$ cat src/rtl/watchdog_ctrl.sv
// watchdog_ctrl: frame-tick watchdog with a fixed-length reset pulse.
//   CK        : clock; all state changes on the rising edge
//   RESET     : asynchronous active-high reset
//   CE        : count-enable tick, one CK cycle wide
//   KICK      : kick level (already registered upstream); rising edge restarts count
//   DISABLE   : inhibit; holds the counter at zero while counting
//   WD_RESET  : registered active-high reset request, PULSE_LEN cycles per timeout
//   WD_CNT    : current timeout counter value
//   FIRE_CNT  : saturating number of timeouts since RESET
module watchdog_ctrl #(
  parameter int unsigned CNT_WIDTH = 16,
  parameter int unsigned PULSE_LEN = 8
) (
  input  logic                 CK,
  input  logic                 RESET,
  input  logic                 CE,
  input  logic                 KICK,
  input  logic                 DISABLE,
  output logic                 WD_RESET,
  output logic [CNT_WIDTH-1:0] WD_CNT,
  output logic [3:0]           FIRE_CNT
);

  typedef enum logic {
    COUNT = 1'b0,
    FIRE  = 1'b1
  } state_e;

  localparam logic [CNT_WIDTH-1:0] CNT_ONE    = CNT_WIDTH'(1);
  localparam logic [7:0]           PULSE_LAST = 8'(PULSE_LEN - 1);

  state_e               state_q, state_d;
  logic [CNT_WIDTH-1:0] cnt_q, cnt_d;
  logic [3:0]           fire_cnt_q, fire_cnt_d;
  logic                 wd_reset_q, wd_reset_d;
  logic                 kick_d_q;
  logic [7:0]           pulse_q, pulse_d;

  logic kick_ev;
  logic terminal;
  logic timeout;
  logic pulse_done;

  assign kick_ev    = KICK & ~kick_d_q;
  assign terminal   = (cnt_q == '1);
  // Kick and DISABLE both outrank the terminal-count tick.
  assign timeout    = (state_q == COUNT) & CE & ~kick_ev & ~DISABLE & terminal;
  // pulse_q counts completed pulse cycles starting from 0 on FIRE entry.
  assign pulse_done = (pulse_q == PULSE_LAST);

  // State and datapath registers
  always_ff @(posedge CK or posedge RESET) begin
    if (RESET) begin
      state_q    <= COUNT;
      cnt_q      <= '0;
      fire_cnt_q <= '0;
      wd_reset_q <= 1'b0;
      kick_d_q   <= 1'b0;
      pulse_q    <= '0;
    end else begin
      state_q    <= state_d;
      cnt_q      <= cnt_d;
      fire_cnt_q <= fire_cnt_d;
      wd_reset_q <= wd_reset_d;
      kick_d_q   <= KICK;      // keeps tracking in FIRE too
      pulse_q    <= pulse_d;
    end
  end

  // Next-state logic
  always_comb begin
    state_d = state_q;
    unique case (state_q)
      COUNT:   if (timeout)    state_d = FIRE;
      FIRE:    if (pulse_done) state_d = COUNT;
      default: state_d = COUNT;
    endcase
  end

  // Next values of the output/datapath registers
  always_comb begin
    cnt_d      = cnt_q;
    fire_cnt_d = fire_cnt_q;
    pulse_d    = '0;
    wd_reset_d = (state_d == FIRE);
    unique case (state_q)
      COUNT: begin
        if (kick_ev || DISABLE) begin
          cnt_d = '0;
        end else if (CE) begin
          if (terminal) begin
            cnt_d = '0;
            if (fire_cnt_q != 4'hF) fire_cnt_d = fire_cnt_q + 4'd1;
          end else begin
            cnt_d = cnt_q + CNT_ONE;
          end
        end
      end
      FIRE: begin
        cnt_d   = '0;
        pulse_d = pulse_done ? 8'd0 : pulse_q + 8'd1;
      end
      default: cnt_d = '0;
    endcase
  end

  assign WD_RESET = wd_reset_q;
  assign WD_CNT   = cnt_q;
  assign FIRE_CNT = fire_cnt_q;

endmodule

$ cat config.mk
export PLATFORM = sky130hd
export DESIGN_NAME = watchdog_ctrl
export DESIGN_NICKNAME = d
export VERILOG_FILES = /design/src/rtl/watchdog_ctrl.sv
export SDC_FILE = /design/constraint.sdc
export NUM_CORES = 1
export LEC_CHECK = 0
export CELL_PAD_IN_SITES_DETAIL_PLACEMENT = 1
export CELL_PAD_IN_SITES_GLOBAL_PLACEMENT = 2
export CORE_MARGIN = 1.5
export CORE_UTILIZATION = 41
export CTS_BUF_LIST = sky130_fd_sc_hd__clkbuf_16
export DETAILED_ROUTE_END_ITERATION = 8
export DONT_BUFFER_PORTS = 1
export HOLD_SLACK_MARGIN = 0.02
export MAX_ROUTING_LAYER = met4
export PLACE_DENSITY = 0.84
export SLEW_MARGIN = 20
export SYNTH_ARGS = -nofsm -noshare
export SYNTH_HDL_FRONTEND = slang
export SYNTH_SLANG_ARGS = --single-unit
$ cat constraint.sdc
create_clock -name CK -period 4.2 [get_ports CK]
set_input_delay 0.63 -clock CK [delete_from_list [all_inputs] [get_ports CK]]
set_output_delay 0.63 -clock CK [all_outputs]
set_load 0.005 [all_outputs]
# [Yosys cells after proc, flatten, opt, wreduce, memory -nomap -nowiden]
# Cells that the tools add are included.
# Widths: inputs -> output; s select.
[op_classes] add_sub_neg=3 eq_ne=4 n_mux=9 bitwise_logic=10 reduce_logical=2
[op_table] op="$mux 16" count=3
[op_table] op="$pmux 16 s2" count=1
[op_table] op="$add 16x1->16 const B" count=1
[op_table] op="$eq 16x16->1 const B" count=1
[op_table] op="$mux 8" count=2
[op_table] op="$add 8x1->8 const B" count=1
[op_table] op="$eq 8x3->1 const B" count=1
[op_table] op="$and 1x1->1" count=5
[op_table] op="$not 1->1" count=5
[op_table] op="$reduce_and 5->1" count=1
[op_table] op="$add 4x1->4 const B" count=1
[op_table] op="$ne 4x4->1 const B" count=1
[op_table] op="$ne 3x2->1 const B" count=1
[op_table] op="$mux 1" count=2
[op_table] op="$pmux 1 s2" count=1
[op_table] op="$logic_or 1x1->1" count=1
[word_totals] register_bits=30 out_inout_bits=21 elab_cells=33

# [Longest topological paths before layout]
# Gate-level depths: netlist of the first run.
[logic_depth] ltp_word=8 depth_mapped=6 depth_no_buf=5

# [Worst setup path after synthesis of the first run]
# OpenSTA, ideal clock, no wires.
[synth_path] path_kind="register -> register" from="register cnt_q[0], in the netlist WD_CNT[0]" to="register cnt_q[14], in the netlist WD_CNT[14]" arrival_time_ns=1.669 required_time_ns=4.118 slack_ns=2.449 stages_incl_launch_ff=6 path_buffers=0 synth_period_minus_slack_ns=1.751 path_cell_list="dfrtp_1 ha_1 nand3_1 or4_1 or2_0 o211ai_2"
[synth_via] elab_chain_cells=5
[synth_rtl] item="from (decl)" line="33" text="logic [CNT_WIDTH-1:0] cnt_q, cnt_d;"
[synth_rtl] item="from (signal assigned)" line="62" text="cnt_q <= cnt_d;"
[synth_rtl] item="$add 16x1->16 / $eq 16x16->1 (equally long branches)" line="95, 45"
[synth_rtl] item="$mux 16 *" line="91" text="if (terminal) begin"
[synth_rtl] item="$mux 16 *" line="90" text="end else if (CE) begin"
[synth_rtl] item="$mux 16 *" line="88" text="if (kick_ev || DISABLE) begin"
[synth_rtl] item="$pmux 16 s2 *" line="86" text="unique case (state_q)"
# Mark *: on every way between the ends. The rest lies on a longest branch, timed or not. The select of a mux whose other input is x is not followed.
# A chain may end at the register's enable or synchronous reset.

# [Worst setup path in the final report of the first run]
[layout_path] from="register cnt_q[8], in the netlist WD_CNT[8]" to="register cnt_q[11], in the netlist WD_CNT[11]"
# Same word-level chain as after synthesis.

==> results.md, run 1 <==
* Hold Path Class: input pin to asynchronous set/reset pin
* Post-synthesis cell type count at 41
* Min cycle time layout at 2150 ps
* DRC viols at 0
* Final setup skew at 3.57 ps
* Sequential area share after synthesis at 0.450
* Critical path peak fanout at 13
* Post-synth EDFFs at 0
* Die Span Y at 66.8 um
* Crit. End Element: register
* Max-Cap Viols at 0
* Fin. Hold Viols at 0
* Largest net degree at the start of global routing at 31
* Placer congestion estimate at 0.772
* CTS root buffer: clkbuf_16
* Via density at about 5.8
* Routed Antenna Nets at 0
* Sequential Power Share at 0.452
* Power share of the combinational group at 0.033
* Crit path top cell by count: o21ai_0
* First-pass GRT wire length at 7.13 mm
* Setup CP Type: register to register
* Core Footprint at 3940 sq um
* Rel. slew slack at 0.597
* CTS H-tree depth at 2
* HPWL after detailed placement at 3.05 mm
* Share of post-route cells with drive strength above 1 at 0.0934
* Crit path cell chain: and3_1, nand4_1, o21ai_0, o21ai_0
* CTS tree: built
* Clk slew on worst S/H paths at 50 ps
* Max IR drop VDD at between 0.15 and 0.2 mV
* Seq cells post-synth at 30
* Clk buf depth at 2
* Worst setup path endpoint: WD_CNT[11]
* Critical path launch point type: register
* Routed length per instance at around 18 um
* Die area at 4460 sq um
* ANT cells at 0
* CTS Buf Count at 5
* Outcome: finished, final reports clean
* Tcrit/Tclk final at 0.512
* Layout area overhead at 12.7%
* Post-Place Cells at approximately 220
* Worst-case reg-to-reg path depth at 4
* Congestion Overflow GR at 0
* Rows at 23
* Number of clock sinks at 30
* WP data required at 4330 ps
* Chip Width at 66.8 um
* CTS resizes at 0
* Critical path origin: WD_CNT[8]
* Syn Area/Cell at 9.54 sq um
* RSZ-0062 raised after global routing: false
* Critical R2R Launch: WD_CNT[8]
* Net switching power at approximately 0.14 mW
* TNS Setup at 0 ps
* Critical Path AT at 2280 ps
* Reg-to-Reg End: WD_CNT[11]
* Initial antenna violation count at 0
* 1st-iter DRT viols at 54
* TritonRoute pass-1 iters at 4
* # Post-CTS Setup Buffers at 0
* Later-pin clock latency in the skew report at roughly 270 ps
* Final setup fails at 0
* DR vias at 1347
* # hold bufs at CTS at 0
* CP peak stage delay at 680 ps
* Slowest library cell on the worst path: o21ai_0
* Final Non-Filler Cells at 232
* Switch share at 0.215
* Vias in the first global route at 1440
* Flop2flop setup slack at roughly 2000 ps
* Cell Pwr Density at 346 nW/um^2
* Clock power share at 0.515
* Nets@finish at 189
* Warnings, synthesis at 0
* Top FF cell, synth: dfrtp_1
* Boundary Pins at 26
* F_max at about 460 MHz
* Int Pwr at 0.511 mW
* Cells after synthesis at 175
* Synthesized area at around 1700 sq um
* Mapped Nets at between 150 and 200
* Initial Util at 0.423
* Input/output buffers at 0
* Final wirelength at 4.20 mm
* Slew Limit Fails at 0
* Gr usage total at 0.224
* Worst-margin pin slew at 601 ps
* Asr flop ratio synth at 1.00
* Leakage Power at 0.817 nW
worst max-delay path, delay by kind of cell (launching register included):
family           cells  cell delay, ps
AO/OA/AOI/OAI        2             870
flip-flops           1             470
AND/OR/NAND/NOR      2             670
cell usage after synthesis, types with 2 or more instances:
| master | count | share of area |
|---|---|---|
| a41oi_1 | 2 | 0.010 |
| and2_1 | 3 | 0.011 |
| and3_1 | 6 | 0.022 |
| and4_1 | 3 | 0.016 |
| buf_2 | 2 | 0.0060 |
| clkbuf_1 | 2 | 0.0045 |
| dfrtp_1 | 30 | 0.45 |
| ha_1 | 3 | 0.022 |
| inv_1 | 8 | 0.018 |
| mux2_2 | 3 | 0.020 |
| nand2_1 | 23 | 0.052 |
| nand2b_1 | 2 | 0.0075 |
| nand3_1 | 12 | 0.036 |
| nand4_1 | 7 | 0.026 |
| nor2_1 | 12 | 0.027 |
| nor2b_1 | 3 | 0.011 |
| nor3_1 | 5 | 0.015 |
| nor4_1 | 2 | 0.0075 |
| o211ai_1 | 6 | 0.027 |
| o21a_1 | 2 | 0.0090 |
| o21ai_0 | 4 | 0.012 |
| o221ai_1 | 6 | 0.031 |
| or4_1 | 3 | 0.013 |
| xnor2_1 | 4 | 0.021 |
| xor2_1 | 6 | 0.031 |
registers in the layout, summed over array words and instances (netlist names):
name,count
FIRE_CNT,4
WD_RESET,1
kick_d_q,1
pulse_q,8
WD_CNT,16
kinds of logic (layout without fill, tap and decap cells):
logic type	after synthesis	after routing	share of synthesized area
xor gates and xnor gates	10	10	0.0525
buffers and inverters	12	19	0.0285
adders and majority gates	3	3	0.0225
and+or+nand+nor	85	85	0.271
muxes	3	3	0.0202
AOI/OAI and AO/OA	32	32	0.155
DFF	30	30	0.450
metal layers:
layer | global-route usage | up-vias | part of all wire
met2 | 0.376 | 18 | 0.52
li1 | - | 665 | -
met5 | - | - | 0
met1 | 0.251 | 656 | 0.42
met4 | 0.0867 | 0 | 0.016
met3 | 0.0676 | 8 | 0.044
per-stage QoR:
stage          setup WS [ps]  total power [mW]  cell area, sq um   util  hold slack [ps]
2_1_floorplan           2450             0.313              1670      -              425
3_3_place_gp            2130             0.321              1740  0.442              440
5_1_grt                 1750             0.679              1880  0.477              372
4_1_cts                 2010             0.660              1880  0.477              334
3_5_place_dp            2090             0.322              1740  0.442              461
6_report                2050             0.652              1880  0.477              324
worst min path at each step:
stage                           from    endpoint  slack (ps)  cells past startpoint
after floorplan           pulse_q[0]  pulse_q[0]         430                      1
after global placement    pulse_q[0]  pulse_q[0]         440                      1
after detailed placement  pulse_q[0]  pulse_q[0]         460                      1
after CTS                      RESET   WD_CNT[2]         330                      2
after global routing           RESET   WD_CNT[2]         370                      2
final                          RESET   WD_CNT[2]         320                      2
cells in the final DEF, fill, tap and decap left out, types with 2 or more instances in the layout:
cell type and count:
dfrtp_1 30, nand2_1 23, nand3_1 12, nor2_1 12, inv_1 9, nand4_1 7
and3_1 6, o221ai_1 6, o211ai_1 6, xor2_1 6, nor3_1 5, clkbuf_16 5
o21ai_0 4, xnor2_1 4, and4_1 3, and2_1 3, nor2b_1 3, or4_1 3
mux2_2 3, ha_1 3, buf_4 3, a2111oi_2 2, a41oi_1 2, nor4_1 2
nand2b_1 2, o21a_1 2
power groups by stage:
stage / clock network [mW] / logic, mW / registers (mW)
floorplan: 0 / 0.0147 / 0.299
global placement: 0 / 0.0214 / 0.299
detailed placement: 0 / 0.0220 / 0.300
CTS: 0.343 / 0.0222 / 0.295
global route: 0.359 / 0.0252 / 0.295
finish: 0.335 / 0.0214 / 0.295
area by class of cell:
cell class	count	area (sq um)
fillers	460	2060
multi-input cells	133	877
flip-flops and latches	30	751
clock buffers	5	125
well taps	50	62.6
inverters	8	30.0
repair buffers	3	22.5
clock inverters	3	12.5
Note: power is estimated with default switching activity, not from simulation.
==> run 2, diff against run 1 <==
- CORE_UTILIZATION: 41 -> 38
- PLACE_DENSITY: 0.84 -> 0.79
- clock period: 4.2 -> 2.2 ns (I/O delays scaled with it)
==> run 2 against run 1 <==
Effect of this change:
- global-route usage decreased by 2.0 points
- cell area increased by 1.3%
- worst hold slack got worse by 290 ps
- critical endpoint is now FIRE_CNT[1]
- combinational power increased by 110%
- first-iteration DRC count decreased by 28%
- die area increased by 7.5%
- sequential power increased by 91%
==> results.md, run 2 (same netlist as run 1, synthesis figures left out) <==
* Outcome: finished, final reports clean
* Multi-input logic area at 877 sq um
* # hold bufs at CTS at 0
* Max reg flops at 16
* Reg area at 751 sq um
* Input/output buffers at 0
* Leakage Power at 0.835 nW
* CTS H-tree depth at 2
* Reg-to-Reg End: FIRE_CNT[1]
* Slew Limit Fails at 0
* Initial antenna violation count at 0
* Cell Pwr Density at 649 nW/um^2
* Critical path peak fanout at 7
* Boundary Pins at 26
* Critical path launch point type: register
* Die area at 4800 sq um
* CP peak stage delay at 440 ps
* Number of clock sinks at 30
* TritonRoute pass-1 iters at 4
* Placer congestion estimate at between 0.7 and 0.8
* First-pass GRT wire length at roughly 7.7 mm
* Switch share at 0.212
* Core Footprint at 4120 sq um
* F_max at 516 MHz
* Final setup fails at 0
* Chip Width at 69.3 um
* Nets@finish at 193
* # Post-CTS Setup Buffers at 0
* ANT cells at 0
* Critical Path AT at 2090 ps
* DR vias at 1457
* Crit path cell chain: ha_1, nand3_1, nor3_1, nand4_1, mux2_2
* Final Non-Filler Cells at 235
* Routed Antenna Nets at 0
* Clk slew on worst S/H paths at about 50 ps
* Fin. Hold Viols at 0
* Layout area overhead at 14.2%
* Post-Place Cells at 228
* Total power draw at between 1 and 1.5 mW
* Flop2flop setup slack at approximately 260 ps
* WP data required at 2350 ps
* CTS root buffer: clkbuf_16
* Layout filler cell count at approximately 490
* HPWL after detailed placement at 3.10 mm
* Min cycle time layout at about 1900 ps
* Share of post-route cells with drive strength above 1 at 0.108
* 1st-iter DRT viols at 39
* Worst-margin pin slew at 624 ps
* Largest net degree at the start of global routing at 31
* Later-pin clock latency in the skew report at 270 ps
* TNS Setup at 0 ps
* Commonest cells after routing, fill and taps aside: dfrtp_1, nand2_1, nand3_1, nor2_1, inv_1
* Max IR drop VDD at 0.458 mV
* Vias in the first global route at 1524
* Dpl ws at between 300 and 400 ps
* Final setup skew at 3.36 ps
* Via density at 6.20
* Routed length per instance at 19.3 um
* Slowest library cell on the worst path: dfrtp_1
* Int Pwr at 0.974 mW
* Worst setup path endpoint: FIRE_CNT[1]
* Initial Util at 0.406
* Critical R2R Launch: WD_CNT[0]
* CTS tree: built
* Rows at 23
* Max-Cap Viols at 0
* Die Span Y at roughly 69 um
* Final wirelength at around 4.5 mm
* Gr usage total at 0.204
* Setup CP Type: register to register
* RSZ-0062 raised after global routing: false
* Congestion Overflow GR at 0
* Clk buf depth at 2
* Power share of the combinational group at 0.036
* Tcrit/Tclk final at 0.881
* Most common cell after layout, fill and taps aside: dfrtp_1
* CTS Buf Count at 5
* Crit. End Element: register
* Hold Path Class: input pin to asynchronous set/reset pin
* Critical path origin: WD_CNT[0]
* Sequential Power Share at 0.455
* Net switching power at 0.262 mW
* Worst-case reg-to-reg path depth at 5
* Clock power share at 0.509
* DRC viols at 0
* Final worst slack at 262 ps
* Rel. slew slack at 0.581
* CTS resizes at 0
## run 2: cell types whose count changed in the layout (fill, tap and decap cells not counted)
cell,before,now
inv_1,9,10
buf_4,3,7
clkinv_1,1,0
clkinv_2,1,0
## run 2: stage by stage
stage	hold slack (ps)	instance area (sq um)	util
floorplan	361	1670	-
global placement	319	1770	0.431
detailed placement	335	1770	0.431
CTS	42.7	1910	0.463
global route	76.0	1910	0.463
finish	35.4	1910	0.463
## run 2: power groups by stage
| stage | Clock [mW] | Sequential (mW) | Combinational [mW] |
|---|---|---|---|
| 5_1_grt | 0.666 | 0.563 | 0.0507 |
| 2_1_floorplan | 0 | 0.570 | 0.0281 |
| 3_3_place_gp | 0 | 0.571 | 0.0438 |
| 3_5_place_dp | 0 | 0.572 | 0.0456 |
| 4_1_cts | 0.644 | 0.562 | 0.0455 |
| 6_report | 0.630 | 0.563 | 0.0442 |
## run 2: worst min-delay path by stage
stage                      to  slack (ps)  cells past startpoint
floorplan            kick_d_q         360                      0
global placement    WD_CNT[5]         320                      2
detailed placement  WD_CNT[5]         330                      2
CTS                 WD_CNT[2]          40                      2
global route        WD_CNT[8]          80                      2
finish              WD_CNT[2]          40                      2
## run 2: routing by layer
layer | up-vias | share of wire | global-route usage
li1 | 673 | - | -
met5 | - | 0 | -
met4 | 0 | 0.0070 | 0.0458
met2 | 22 | 0.51 | 0.341
met1 | 758 | 0.44 | 0.250
met3 | 4 | 0.036 | 0.0523
## run 2: cell type report
cell class | count | share of cell area
well taps | 50 | 0.0328
multi-input cells | 133 | 0.460
flip-flops and latches | 30 | 0.394
repair buffers | 7 | 0.0276
clock buffers | 5 | 0.0657
clock inverters | 2 | 0.00394
inverters | 8 | 0.0158
## run 2: critical path: cells and delay by family, from the launching register on
family / cells / cell delay (ps)
adder cells (fa/ha/maj): 1 / 240
flip-flops: 1 / 440
multiplexers: 1 / 330
AND/OR/NAND/NOR: 3 / 800
